===== config.mk =====
export PLATFORM = sky130hd
export DESIGN_NAME = imm_extend_pipe
export DESIGN_NICKNAME = d
export VERILOG_FILES = /design/src/rtl/imm_pkg.sv /design/src/rtl/imm_decode.sv /design/src/rtl/imm_extend_pipe.sv
export SDC_FILE = /design/constraint.sdc
export NUM_CORES = 1
export LEC_CHECK = 0
export ABC_AREA = 1
export BUFFER_PORTS_ARGS = -buffer_cell sky130_fd_sc_hd__buf_2
export CAP_MARGIN = 10
export CORE_MARGIN = 1.5
export CORE_UTILIZATION = 55
export DETAILED_ROUTE_END_ITERATION = 6
export PLACE_DENSITY = 0.79
export SLEW_MARGIN = 5
export SYNTH_ARGS = -nofsm -noshare
export SYNTH_HDL_FRONTEND = slang
export SYNTH_HIERARCHICAL = 1
export SYNTH_SLANG_ARGS = --single-unit

===== constraint.sdc =====
create_clock -name CLK -period 2.3 [get_ports CLK]
set_input_delay 0.46 -clock CLK [delete_from_list [all_inputs] [get_ports CLK]]
set_output_delay 0.46 -clock CLK [all_outputs]
set_load 0.01 [all_outputs]

===== src/rtl/imm_pkg.sv =====
// Shared definitions for the pipelined LEGv8 immediate generator.
package imm_pkg;

    localparam int unsigned IMM_W      = 26;
    localparam int unsigned CTRL_W     = 3;
    localparam int unsigned MAX_DATA_W = 64;
    localparam int unsigned HALF_W     = 16;

    // Extension modes carried on Ctrl; 101 and 110 are unassigned.
    typedef enum logic [CTRL_W-1:0] {
        CTRL_D    = 3'b000,
        CTRL_I    = 3'b001,
        CTRL_B    = 3'b010,
        CTRL_CB   = 3'b011,
        CTRL_MOVK = 3'b100,
        CTRL_MOVZ = 3'b111
    } ctrl_e;

    // Field positions inside the 26-bit instruction slice.
    localparam int unsigned D_LSB   = 12;
    localparam int unsigned D_MSB   = 20;
    localparam int unsigned I_LSB   = 10;
    localparam int unsigned I_MSB   = 21;
    localparam int unsigned CB_LSB  = 5;
    localparam int unsigned CB_MSB  = 23;
    localparam int unsigned MOV_LSB = 5;
    localparam int unsigned MOV_MSB = 20;
    localparam int unsigned HW_LSB  = 21;
    localparam int unsigned HW_MSB  = 22;

    localparam int unsigned D_W  = D_MSB - D_LSB + 1;
    localparam int unsigned I_W  = I_MSB - I_LSB + 1;
    localparam int unsigned CB_W = CB_MSB - CB_LSB + 1;

    // One pipeline entry; data is sized for the widest build and truncated at the port.
    typedef struct packed {
        logic [MAX_DATA_W-1:0] data;
        logic                  err;
    } entry_t;

endpackage


===== src/rtl/imm_decode.sv =====
// Combinational immediate decode: Imm26/Ctrl/OldVal -> {data, err}.
module imm_decode
    import imm_pkg::*;
#(
    parameter int unsigned DATA_W   = 64,
    parameter bit          SHIFT_BR = 1'b0
) (
    input  logic [IMM_W-1:0]  imm26,
    input  logic [CTRL_W-1:0] ctrl,
    input  logic [DATA_W-1:0] old_val,
    output entry_t            entry_c
);

    logic [MAX_DATA_W-1:0] wide;
    logic [MAX_DATA_W-1:0] old_w;
    logic [HALF_W-1:0]     field;
    logic [1:0]            hw;
    logic [5:0]            sh;
    logic                  hw_bad;
    logic                  err;

    // Mode decode done at full width, then truncated to DATA_W.
    always_comb begin
        wide   = '0;
        err    = 1'b0;
        hw     = imm26[HW_MSB:HW_LSB];
        sh     = {hw, 4'b0000};
        field  = imm26[MOV_MSB:MOV_LSB];
        hw_bad = (32'(sh) >= DATA_W);
        old_w  = MAX_DATA_W'(old_val);

        case (ctrl)
            CTRL_D:  wide = {{(MAX_DATA_W-D_W){imm26[D_MSB]}}, imm26[D_MSB:D_LSB]};
            CTRL_I:  wide = {{(MAX_DATA_W-I_W){1'b0}}, imm26[I_MSB:I_LSB]};
            CTRL_B: begin
                wide = {{(MAX_DATA_W-IMM_W){imm26[IMM_W-1]}}, imm26};
                if (SHIFT_BR) wide = wide << 2;
            end
            CTRL_CB: begin
                wide = {{(MAX_DATA_W-CB_W){imm26[CB_MSB]}}, imm26[CB_MSB:CB_LSB]};
                if (SHIFT_BR) wide = wide << 2;
            end
            CTRL_MOVZ: begin
                if (hw_bad) err = 1'b1;
                else        wide = MAX_DATA_W'(field) << sh;
            end
            CTRL_MOVK: begin
                if (hw_bad) err = 1'b1;
                else        wide = (old_w & ~(MAX_DATA_W'(16'hFFFF) << sh))
                                 | (MAX_DATA_W'(field) << sh);
            end
            default: err = 1'b1;
        endcase

        entry_c.data = MAX_DATA_W'(wide[DATA_W-1:0]);
        entry_c.err  = err;
    end

endmodule


===== src/rtl/imm_extend_pipe.sv =====
// Pipelined immediate generator with valid/ready handshake, 2-entry skid and error counter.
module imm_extend_pipe
    import imm_pkg::*;
#(
    parameter int unsigned DATA_W    = 64,
    parameter bit          SHIFT_BR  = 1'b0,
    parameter int unsigned ERR_CNT_W = 8
) (
    input  logic                 CLK,
    input  logic                 Reset,
    input  logic                 in_valid,
    output logic                 in_ready,
    input  logic [IMM_W-1:0]     Imm26,
    input  logic [CTRL_W-1:0]    Ctrl,
    input  logic [DATA_W-1:0]    OldVal,
    output logic                 out_valid,
    input  logic                 out_ready,
    output logic [DATA_W-1:0]    BusImm,
    output logic                 out_err,
    output logic [ERR_CNT_W-1:0] err_count
);

    if (DATA_W != 32 && DATA_W != 64) begin : g_bad_width
        $error("imm_extend_pipe: DATA_W must be 32 or 64");
    end

    entry_t                dec_c;
    entry_t                out_q, out_d;
    entry_t                skid_q, skid_d;
    logic                  out_vld_q, out_vld_d;
    logic                  skid_full_q, skid_full_d;
    logic [ERR_CNT_W-1:0]  cnt_q, cnt_d;
    logic                  accept_c;
    logic                  xfer_c;

    imm_decode #(
        .DATA_W   (DATA_W),
        .SHIFT_BR (SHIFT_BR)
    ) u_decode (
        .imm26   (Imm26),
        .ctrl    (Ctrl),
        .old_val (OldVal),
        .entry_c (dec_c)
    );

    // Ready depends only on held state, never on out_ready.
    assign in_ready = ~skid_full_q & ~Reset;
    assign accept_c = in_valid & in_ready;
    assign xfer_c   = out_vld_q & out_ready;

    // Next-state for output register, skid register and error counter.
    always_comb begin
        out_d       = out_q;
        out_vld_d   = out_vld_q;
        skid_d      = skid_q;
        skid_full_d = skid_full_q;
        cnt_d       = cnt_q;

        if (skid_full_q) begin
            if (xfer_c) begin
                out_d       = skid_q;
                out_vld_d   = 1'b1;
                skid_full_d = 1'b0;
            end
        end else if (out_vld_q && !out_ready) begin
            if (accept_c) begin
                skid_d      = dec_c;
                skid_full_d = 1'b1;
            end
        end else begin
            if (accept_c) begin
                out_d     = dec_c;
                out_vld_d = 1'b1;
            end else begin
                out_vld_d = 1'b0;
            end
        end

        if (accept_c && dec_c.err && (cnt_q != '1)) begin
            cnt_d = cnt_q + ERR_CNT_W'(1);
        end
    end

    // State registers with synchronous reset.
    always_ff @(posedge CLK) begin
        if (Reset) begin
            out_q       <= '0;
            out_vld_q   <= 1'b0;
            skid_q      <= '0;
            skid_full_q <= 1'b0;
            cnt_q       <= '0;
        end else begin
            out_q       <= out_d;
            out_vld_q   <= out_vld_d;
            skid_q      <= skid_d;
            skid_full_q <= skid_full_d;
            cnt_q       <= cnt_d;
        end
    end

    assign out_valid = out_vld_q;
    assign BusImm    = out_q.data[DATA_W-1:0];
    assign out_err   = out_q.err;
    assign err_count = cnt_q;

endmodule

# Word level (Yosys, flattened, before mapping)

Cells that the tools add are included.

Bits in writable memories: 0
Input bits: 97
Memory bits (read-only): 0
Logic and storage cells: 49
Latch bits: 0
Memories: 0
Register bits after elaboration: 140
Output and inout port bits: 75

Reduce and logical (&&, ||, !) cells: 10
Bitwise gates (word level): 8
Add/subtract/negate cells: 1
Multiply operators: 0
Divide/modulo/power cells: 0
Shifts and indexed selects: 2
$lt $le $gt $ge: 0
Eq/ne operators: 8
Mux-type cells: 13

Operator list:

| kind                                               | count |
|---|---|
| one-hot mux 64 bit (6 select lines)                | 1 |
| 2-to-1 mux 65 bit                                  | 4 |
| bitwise AND 64 bit                                 | 1 |
| NOT 64 bit                                         | 1 |
| bitwise OR 64 bit                                  | 1 |
| << shifter 16 x 6 -> 64 bit                        | 1 |
| << shifter 16 x 6 -> 64 bit (first input constant) | 1 |
| adder 8 x 1 -> 8 bit (second input constant)       | 1 |
| 2-to-1 mux 1 bit                                   | 8 |
| != test 8 bit (second input constant)              | 1 |
| == test 3 x 2 -> 1 bit (second input constant)     | 2 |
| == test 3 bit (second input constant)              | 2 |
| AND reduction 3 bit                                | 2 |
| OR reduction 6 bit                                 | 1 |
| bitwise AND 1 bit                                  | 3 |
| == test 3 x 1 -> 1 bit (second input constant)     | 1 |
| logical AND 1 bit                                  | 3 |
| logical NOT 3 bit                                  | 1 |
| != test 2 x 1 -> 1 bit (second input constant)     | 1 |
| != test 2 bit (second input constant)              | 1 |
| NOT 1 bit                                          | 2 |
| AND reduction 2 bit                                | 1 |
| nonzero test 2 bit                                 | 1 |
| logical NOT 1 bit                                  | 1 |

# Longest topological paths before layout

Gate-level depths: netlist of run 1.

Depth in word-level cells: 8
Gate-level depth with buffers: 13
Depth with buffers taken out: 11

# Modules after synthesis

The synthesis of run 1 kept the hierarchy.

Modules (own cells, without submodules):

| module          | area each (sq um) | cells an instance | times used | sequential area each (sq um) |
|---|---|---|---|---|
| imm_extend_pipe | 6209.7            | 867               | 1          | 2802.7 |
| imm_decode      | 3059.2            | 636               | 1          | 0.0 |

# Worst setup path before layout of run 1

Ideal clock, no wire load.

Path kind: input port to flip-flop
From: input port Imm26[22]
To: register out_q, in the netlist BusImm[52]
Path buffers: 2
Stages: 12
Setup time: 0.111 ns
Arrival time: 1.580 ns
Setup slack: 0.609 ns
Required time: 2.189 ns
Cell sequence: buf_4 nand2_2 inv_2 buf_4 nand2_1 nor2_1 nor2_1 nand3_2 a21boi_0 nand3_1 nand2_1 nor2_2

RTL lines:

| item                 | line                  | RTL |
|---|---|---|
| start, declared      | imm_extend_pipe.sv:13 | `input logic [IMM_W-1:0] Imm26,` |
| end signal, assigned | imm_extend_pipe.sv:93 | `out_q <= out_d;` |
| end, declared        | imm_extend_pipe.sv:28 | `entry_t out_q, out_d;` |

==> impl_metrics.ini, run 1 <==
[clock_tree]
ctsHoldBuffers = 0
cts_tree = done
insertion_delay_ns = 0.43
clock_path_buffers = 2
clock-sinks = 140
root_buffer = clkbuf_16
h-tree-depth = 4
path_clk_slew_ns = 0.06
numCtsBuffers = 17
cts_post_setup_buffers_inserted = 0
cts_resized = 0

[global_route]
overflow = 0
grt_pass1_vias = 9183
grt_max_degree = 132
grt_use_total = 0.328
grtUsageMet1 = 0.418
grt_pass1_wl_mm = 46.8
antenna_found_initial = 1
grt.busiest_layer = met2
use_met3 = 0.0571
grtUsageMet2 = 0.543

[floorplan]
core_um2 = 16500
row_count = 47
die_y_um = 133
die_w_um = 133
pin_count = 172
die_area_um2 = 17600
start_util = 0.561

[placed_design]
dp_cells = 1818
numPortBuffers = 171
dpl.hpwl_mm = 18.5
place_congestion = 0.935

[worst_setup_path]
r2r_start = skid_full_q
startpoint_type = input pin
crit_type = in2reg
crit_start = Ctrl[1]
crit_arrival_ns = 2.28
r2r_end = BusImm[63]
path_max_fanout = 64
end_kind = register
endpoint = BusImm[0]
r2r_cells = 6
cp.required_ns = 2.67
r2r_slack_ns = 0.55

[sta]
finalHoldViolations = 0
maxSlewHeadroom = 0.380
fmax_mhz = 523
fin_crit_sh = 0.831
period_needed_ns = 1.91
worstMarginPinSlew_ns = 0.929
fin_skew_ns = 0.00727
tns_ns = 0
setup_viol = 0
final_max_slew_viol_count = 0
rsz0062_at_grt = no

[detailed_routing]
vias = 10200
wire_per_inst_um = 15.4
firstDrtPassIters = 6
avgViaCountPerCell = 5.49
antenna_left = 0
drc = 0
wirelength_mm = 28.6
drt_iter0_markers = 1120

[logic_synthesis]
synth-edff-count = 0
synth_ff_type = dfxtp_1
yosysUniqueCellTypes = 34
synth.avg_cell_area_um2 = 6.17
ys_seq_elements = 140
syn_inst = 1503
yosysWarnings = 6
synth_nets = 1601
synth_area_um2 = 9270
async_flop_share = 0
synth_seq_area_share = 0.302

[power]
total_power_mw = 6.57
power-per-cell-area_nw_per_um2 = 615
ir_drop_mv = 0.522
p_leak_nw = 5.20

[hold_path]
worstHoldStart = Reset
holdCritPathClass = in2reg

[finish]
utilization = 0.647
layout.nets = 1715
num-fill-cells = 1546
mostFrequentLayoutCells = nor2_1 (398), nand2_1 (369), buf_2 (171)
final_cells = 1851
syn_to_final_growth_pct = 15.3
drive_gt1_frac = 0.212
mostFrequentLayoutCell = nor2_1

[run_status]
status = complete, no violations

[job]
maxCapViolations = 0
layout make-up:
| type | count | area [um^2] | share of cell area |
|---|---|---|---|
| clock inverter | 14 | 134 | 0.0125 |
| sequential | 140 | 2800 | 0.262 |
| inverter | 53 | 205 | 0.0192 |
| antenna | 1 | 2.50 | 0.000234 |
| timing repair buffer | 207 | 1250 | 0.117 |
| clock buffer | 18 | 439 | 0.0411 |
| tap | 220 | 275 | 0.0258 |
| multi-input combinational | 1198 | 5580 | 0.522 |
cells in the mapped netlist, types with 2 or more instances:
| master | count | share of area |
|---|---|---|
| nor3_1 | 2 | 0.0011 |
| a21oi_1 | 13 | 0.0070 |
| nand3_2 | 42 | 0.045 |
| nor2_1 | 398 | 0.16 |
| nand2_1 | 369 | 0.15 |
| nor2_4 | 4 | 0.0049 |
| inv_1 | 45 | 0.018 |
| o21ai_0 | 100 | 0.054 |
| nor2_2 | 41 | 0.028 |
| buf_4 | 21 | 0.017 |
| nand4_1 | 2 | 0.0013 |
| o21ai_1 | 8 | 0.0043 |
| buf_1 | 5 | 0.0020 |
| dfxtp_1 | 140 | 0.30 |
| nand2_2 | 3 | 0.0020 |
| buf_8 | 2 | 0.0032 |
| nand3_1 | 142 | 0.077 |
| buf_12 | 4 | 0.0086 |
| nand3_4 | 2 | 0.0038 |
| clkbuf_1 | 30 | 0.012 |
| a21boi_0 | 64 | 0.052 |
| buf_6 | 8 | 0.0097 |
| buf_2 | 41 | 0.022 |
| inv_2 | 7 | 0.0028 |
state kept, by name, indices dropped and copies added (netlist names):
name / flops
out_err: 1
skid_q: 65
BusImm: 64
out_valid: 1
skid_full_q: 1
err_count: 8
worst min path at each step:
stage,to,slack (ns),cells after the start
3_3_place_gp,BusImm[11],0.44,2
6_report,skid_q[0],0.32,2
5_1_grt,out_valid,0.33,2
4_1_cts,err_count[2],0.32,2
2_1_floorplan,skid_q[0],0.44,2
3_5_place_dp,BusImm[37],0.45,2
per-stage QoR:
| stage | instance area [um^2] | setup slack [ns] | hold WS (ns) |
|---|---|---|---|
| 2_1_floorplan | 9270 | 0.609 | 0.440 |
| 3_3_place_gp | 10100 | 0.0271 | 0.442 |
| 3_5_place_dp | 10100 | 0.0136 | 0.452 |
| 4_1_cts | 10700 | 0.444 | 0.318 |
| 5_1_grt | 10700 | 0.182 | 0.333 |
| 6_report | 10700 | 0.389 | 0.319 |
worst max-delay path, stage by stage:
cell	delay (ns)
buf_2	0.13
inv_1	0.06
nand2_1	0.11
nor2_8	0.70
a21oi_1	0.15
nand2_1	0.17
a21boi_0	0.12
nand3_1	0.15
nand2_1	0.06
nor2_1	0.10
kinds of logic after synthesis:
group                    after synthesis  share of synthesized area
AND/OR/NAND/NOR                     1008                      0.477
AO/OA/AOI/OAI                        188                      0.121
buffers and inverters                165                     0.0975
flip-flops                           140                      0.302
XOR/XNOR                               1                   0.000945
adder cells (fa/ha/maj)                1                    0.00135
layer usage:
metal	wire length, um	part of all wire
met1	11700	0.41
met2	13200	0.46
met3	2560	0.089
met4	1100	0.039
met5	0	0
power breakdown:
part / leakage [nW] / internal [mW] / switching [mW] / total (mW)
Combinational: 3.79 / 0.456 / 0.808 / 1.26
Clock: 0.267 / 1.53 / 1.17 / 2.70
Sequential: 1.14 / 2.54 / 0.0625 / 2.60
Power figures use the tool's default switching activity.
==> run 2, diff against run 1 <==
- clock period: 2.3 -> 1.85 ns (I/O delays scaled with it)
==> impl_metrics.ini, run 2 (synthesis gave the netlist of run 1 again) <==
[placed_design]
place_congestion = 0.943
numPortBuffers = 171
post-place-ws_ns = -0.270
dpl.hpwl_mm = 19.6

[clock_tree]
cts_post_setup_buffers_inserted = 0
h-tree-depth = 4
cts_tree = done
path_clk_slew_ns = 0.06
numCtsBuffers = 17
root_buffer = clkbuf_16
clock_path_buffers = 2
clock-sinks = 140
insertion_delay_ns = 0.43

[detailed_routing]
avgViaCountPerCell = 5.48
wire_per_inst_um = 15.7
wirelength_mm = 29.6
vias = 10300
drc = 0
antenna_left = 0
drt_iter0_markers = 1089
firstDrtPassIters = 6

[finish]
layout.nets = 1748
diodes = 0
mostFrequentLayoutCell = nor2_1
mostFrequentLayoutCells = nor2_1 (397), nand2_1 (369), buf_2 (171)
utilization = 0.671
largest_register_ffs = 65
top_register = skid_q
syn_to_final_growth_pct = 19.7
num-fill-cells = 1530
drive_gt1_frac = 0.228

[global_route]
antenna_found_initial = 0
grt_use_total = 0.335
grt_max_degree = 89
grt_pass1_vias = 9324
grt_pass1_wl_mm = 47.4
overflow = 0

[floorplan]
die_area_um2 = 17600
core_um2 = 16500
row_count = 47
die_y_um = 133
pin_count = 172
start_util = 0.561
die_w_um = 133

[sta]
fmax_mhz = 596
tns_ns = 0
final_max_slew_viol_count = 0
worst_slack_ns = 0.171
rsz0062_at_grt = no
worstMarginPinSlew_ns = 0.931
setup_viol = 0
hold_ws_ns = 0.220
period_needed_ns = 1.68
maxSlewHeadroom = 0.378
fin_skew_ns = 0.00706
fin_crit_sh = 0.907
finalHoldViolations = 0

[worst_setup_path]
path_max_fanout = 39
r2r_start = out_valid
r2r_slack_ns = 0.26
r2r_cells = 6
crit_type = in2reg
r2r_end = skid_q[48]
cp.required_ns = 2.22
crit_arrival_ns = 2.05
crit_start = Ctrl[2]
startpoint_type = input pin
end_kind = register
endpoint = BusImm[59]

[power]
power-per-cell-area_nw_per_um2 = 742
p_leak_nw = 5.41
ir_drop_mv = 0.700

[run_status]
status = complete, no violations

[job]
maxCapViolations = 0

[hold_path]
holdCritPathClass = in2reg
[run 2: worst max-delay path: stages]
cell,delay [ns]
buf_2,0.11
inv_2,0.09
nand3_2,0.11
nor2_4,0.71
nor2_1,0.11
nand3_1,0.14
a21boi_0,0.09
nand3_1,0.08
nand2_1,0.08
nor2_2,0.12
[run 2: worst min-delay path by stage]
| stage | slack (ns) | depth (start not counted) | start | endpoint |
|---|---|---|---|---|
| finish | 0.22 | 2 | Reset | err_count[5] |
| global route | 0.22 | 2 | Reset | err_count[5] |
| CTS | 0.21 | 2 | Reset | err_count[5] |
| detailed placement | 0.45 | 2 | BusImm[16] | BusImm[16] |
| global placement | 0.44 | 2 | BusImm[12] | BusImm[12] |
| floorplan | 0.44 | 1 | Reset | err_count[2] |
[run 2: final cells by class]
type / count / area, um^2 / area share
repair buffers: 240 / 1660 / 0.150
multi-input cells: 1198 / 5580 / 0.503
flip-flops and latches: 140 / 2800 / 0.253
clock inverters: 12 / 115 / 0.0104
inverters: 53 / 205 / 0.0185
clock buffers: 20 / 457 / 0.0412
well taps: 220 / 275 / 0.0248
[run 2: timing repair]
item,CTS,global route
setup endpoints to repair,0,4
hold buffers,0,0
gates resized for setup,0,1
[run 2: layer usage]
layer,up-vias,global-route usage,share of wire
met1,4673,0.429,0.42
met4,0,0.143,0.031
met2,506,0.552,0.47
met3,73,0.0632,0.086
met5,-,0,0
li1,5064,-,-
[run 2: power by group]
group / switching, mW / internal [mW] / total (mW)
Combinational: 1.04 / 0.642 / 1.68
Clock: 1.38 / 1.93 / 3.31
Sequential: 0.0805 / 3.16 / 3.24
Total: 2.50 / 5.73 / 8.23
[run 2: metrics by stage]
stage	instance area (um^2)	power, mW	cells
6_report	11100	8.23	1883
5_1_grt	11100	8.57	1883
4_1_cts	11100	8.25	1883
3_5_place_dp	10500	4.94	1851
3_3_place_gp	10500	4.91	1851
2_1_floorplan	9270	4.35	1503
==> run 3, diff against run 2 <==
- CORE_UTILIZATION: 55 -> 45
- CTS_BUF_LIST: default -> sky130_fd_sc_hd__clkbuf_4 sky130_fd_sc_hd__clkbuf_8
- PLACE_DENSITY: 0.79 -> 0.67
==> impl_metrics.ini, run 3 (synthesis gave the netlist of run 1 again) <==
[worst_setup_path]
crit_type = reg2reg
crit_arrival_ns = 2.06
r2r_start = skid_full_q
end_kind = register
crit_start = skid_full_q
crit_chain = inv_1 > buf_12 > a21boi_0 > buf_4 > nand3_1 > nand2_1 > nor2_2
path_buf_inv = 3
max_stage_delay_ns = 0.44
critPathTopFamily = buffers and inverters
path_max_fanout = 64
startpoint_type = register
cpMaxStageDelayCell = dfxtp_2
cp.required_ns = 2.21

[finish]
diodes = 0
utilization = 0.545
syn_to_final_growth_pct = 19.1
regArea_um2 = 2800
mostFrequentLayoutCells = nor2_1 (397), nand2_1 (369), buf_2 (171)
multi_input_area_um2 = 5580
largest_register_ffs = 65
layout.nets = 1758
drive_gt1_frac = 0.233
top_register = skid_q
fin_area_um2 = 11000
mostFrequentLayoutCell = nor2_1
num-fill-cells = 2092
final_cells = 1943

[power]
p_clk_frac = 0.344
ir_drop_mv = 0.502
intPower_mw = 5.02
total_power_mw = 7.49
swShare = 0.331
power_frac_seq = 0.431
power.net_switching_mw = 2.48
power-per-cell-area_nw_per_um2 = 679
combinationalPowerShare = 0.224
p_leak_nw = 5.37

[floorplan]
start_util = 0.458
die_area_um2 = 21500
die_w_um = 147
row_count = 52
pin_count = 172
die_y_um = 147
core_um2 = 20200

[detailed_routing]
drc = 0
wire_per_inst_um = 15.4
drt_iter0_markers = 869
vias = 10100
antenna_left = 0
avgViaCountPerCell = 5.20
wirelength_mm = 29.8
firstDrtPassIters = 7

[run_status]
status = complete, no violations

[sta]
fmax_mhz = 588
finalHoldViolations = 0
final_max_slew_viol_count = 0
fin_crit_sh = 0.919
setup_viol = 0
worst_slack_ns = 0.149
fin_skew_ns = 0.0160
period_needed_ns = 1.70
hold_ws_ns = 0.186
tns_ns = 0
worstMarginPinSlew_ns = 0.917
maxSlewHeadroom = 0.387
rsz0062_at_grt = no

[placed_design]
numPortBuffers = 171
place_congestion = 0.933
dp_cells = 1911
dpl.hpwl_mm = 20.6
post-place-ws_ns = -0.315
dpl_cell_area_um2 = 10600

[hold_path]
worstHoldStart = Reset
holdCritPathClass = in2reg

[global_route]
grt_max_degree = 69
grt_pass1_wl_mm = 47.6
grt_use_total = 0.278
overflow = 0
grt_pass1_vias = 9086
antenna_found_initial = 0

[clock_tree]
clock-sinks = 140
path_clk_slew_ns = 0.08
numCtsBuffers = 17
root_buffer = clkbuf_8
h-tree-depth = 4
insertion_delay_ns = 0.47
cts_tree = done
clock_path_buffers = 2

[job]
maxCapViolations = 0
## run 3: path summary, 6_finish.rpt
check                                    end  slack (ns)  cells past startpoint
worst min-delay path            err_count[5]        0.19                      2
worst min register to register    BusImm[15]        0.47                      2
worst max register to register    BusImm[19]        0.15                      7
worst max-delay path              BusImm[19]        0.15                      7
## run 3: per-layer routing
layer | track usage | vias up | wire (um)
met5 | 0 | - | 0
met1 | 0.355 | 4572 | 13000
met4 | 0.129 | 0 | 1000
met2 | 0.454 | 401 | 13800
li1 | - | 5076 | -
met3 | 0.0491 | 56 | 2040
## run 3: area by class of cell
type / instances / area share
well taps: 270 / 0.0306
multi-input cells: 1198 / 0.505
repair buffers: 250 / 0.155
clock buffers: 17 / 0.0212
inverters: 53 / 0.0186
clock inverters: 15 / 0.0150
flip-flops and latches: 140 / 0.254
## run 3: worst reg2reg max path, delay by kind of cell, from the launching register on
kind	cells	cell delay [ns]
and+or+nand+nor	3	0.18
buffers and inverters	3	0.52
AOI/OAI and AO/OA	1	0.46
DFF	1	0.44
## run 3: repair_timing
| action | 4_1_cts | 5_1_grt |
|---|---|---|
| setup buffers | 0 | 0 |
| hold buffers | 0 | 0 |
| endpoints found under the setup margin | 0 | 5 |
| gates resized for setup | 0 | 1 |
## run 3: power groups by stage
stage | sequential (mW) | clock (mW) | combinational (mW)
6_report | 3.23 | 2.58 | 1.68
3_3_place_gp | 3.30 | 0 | 1.65
3_5_place_dp | 3.30 | 0 | 1.66
4_1_cts | 3.23 | 2.62 | 1.67
2_1_floorplan | 3.35 | 0 | 1.00
5_1_grt | 3.25 | 2.74 | 1.86
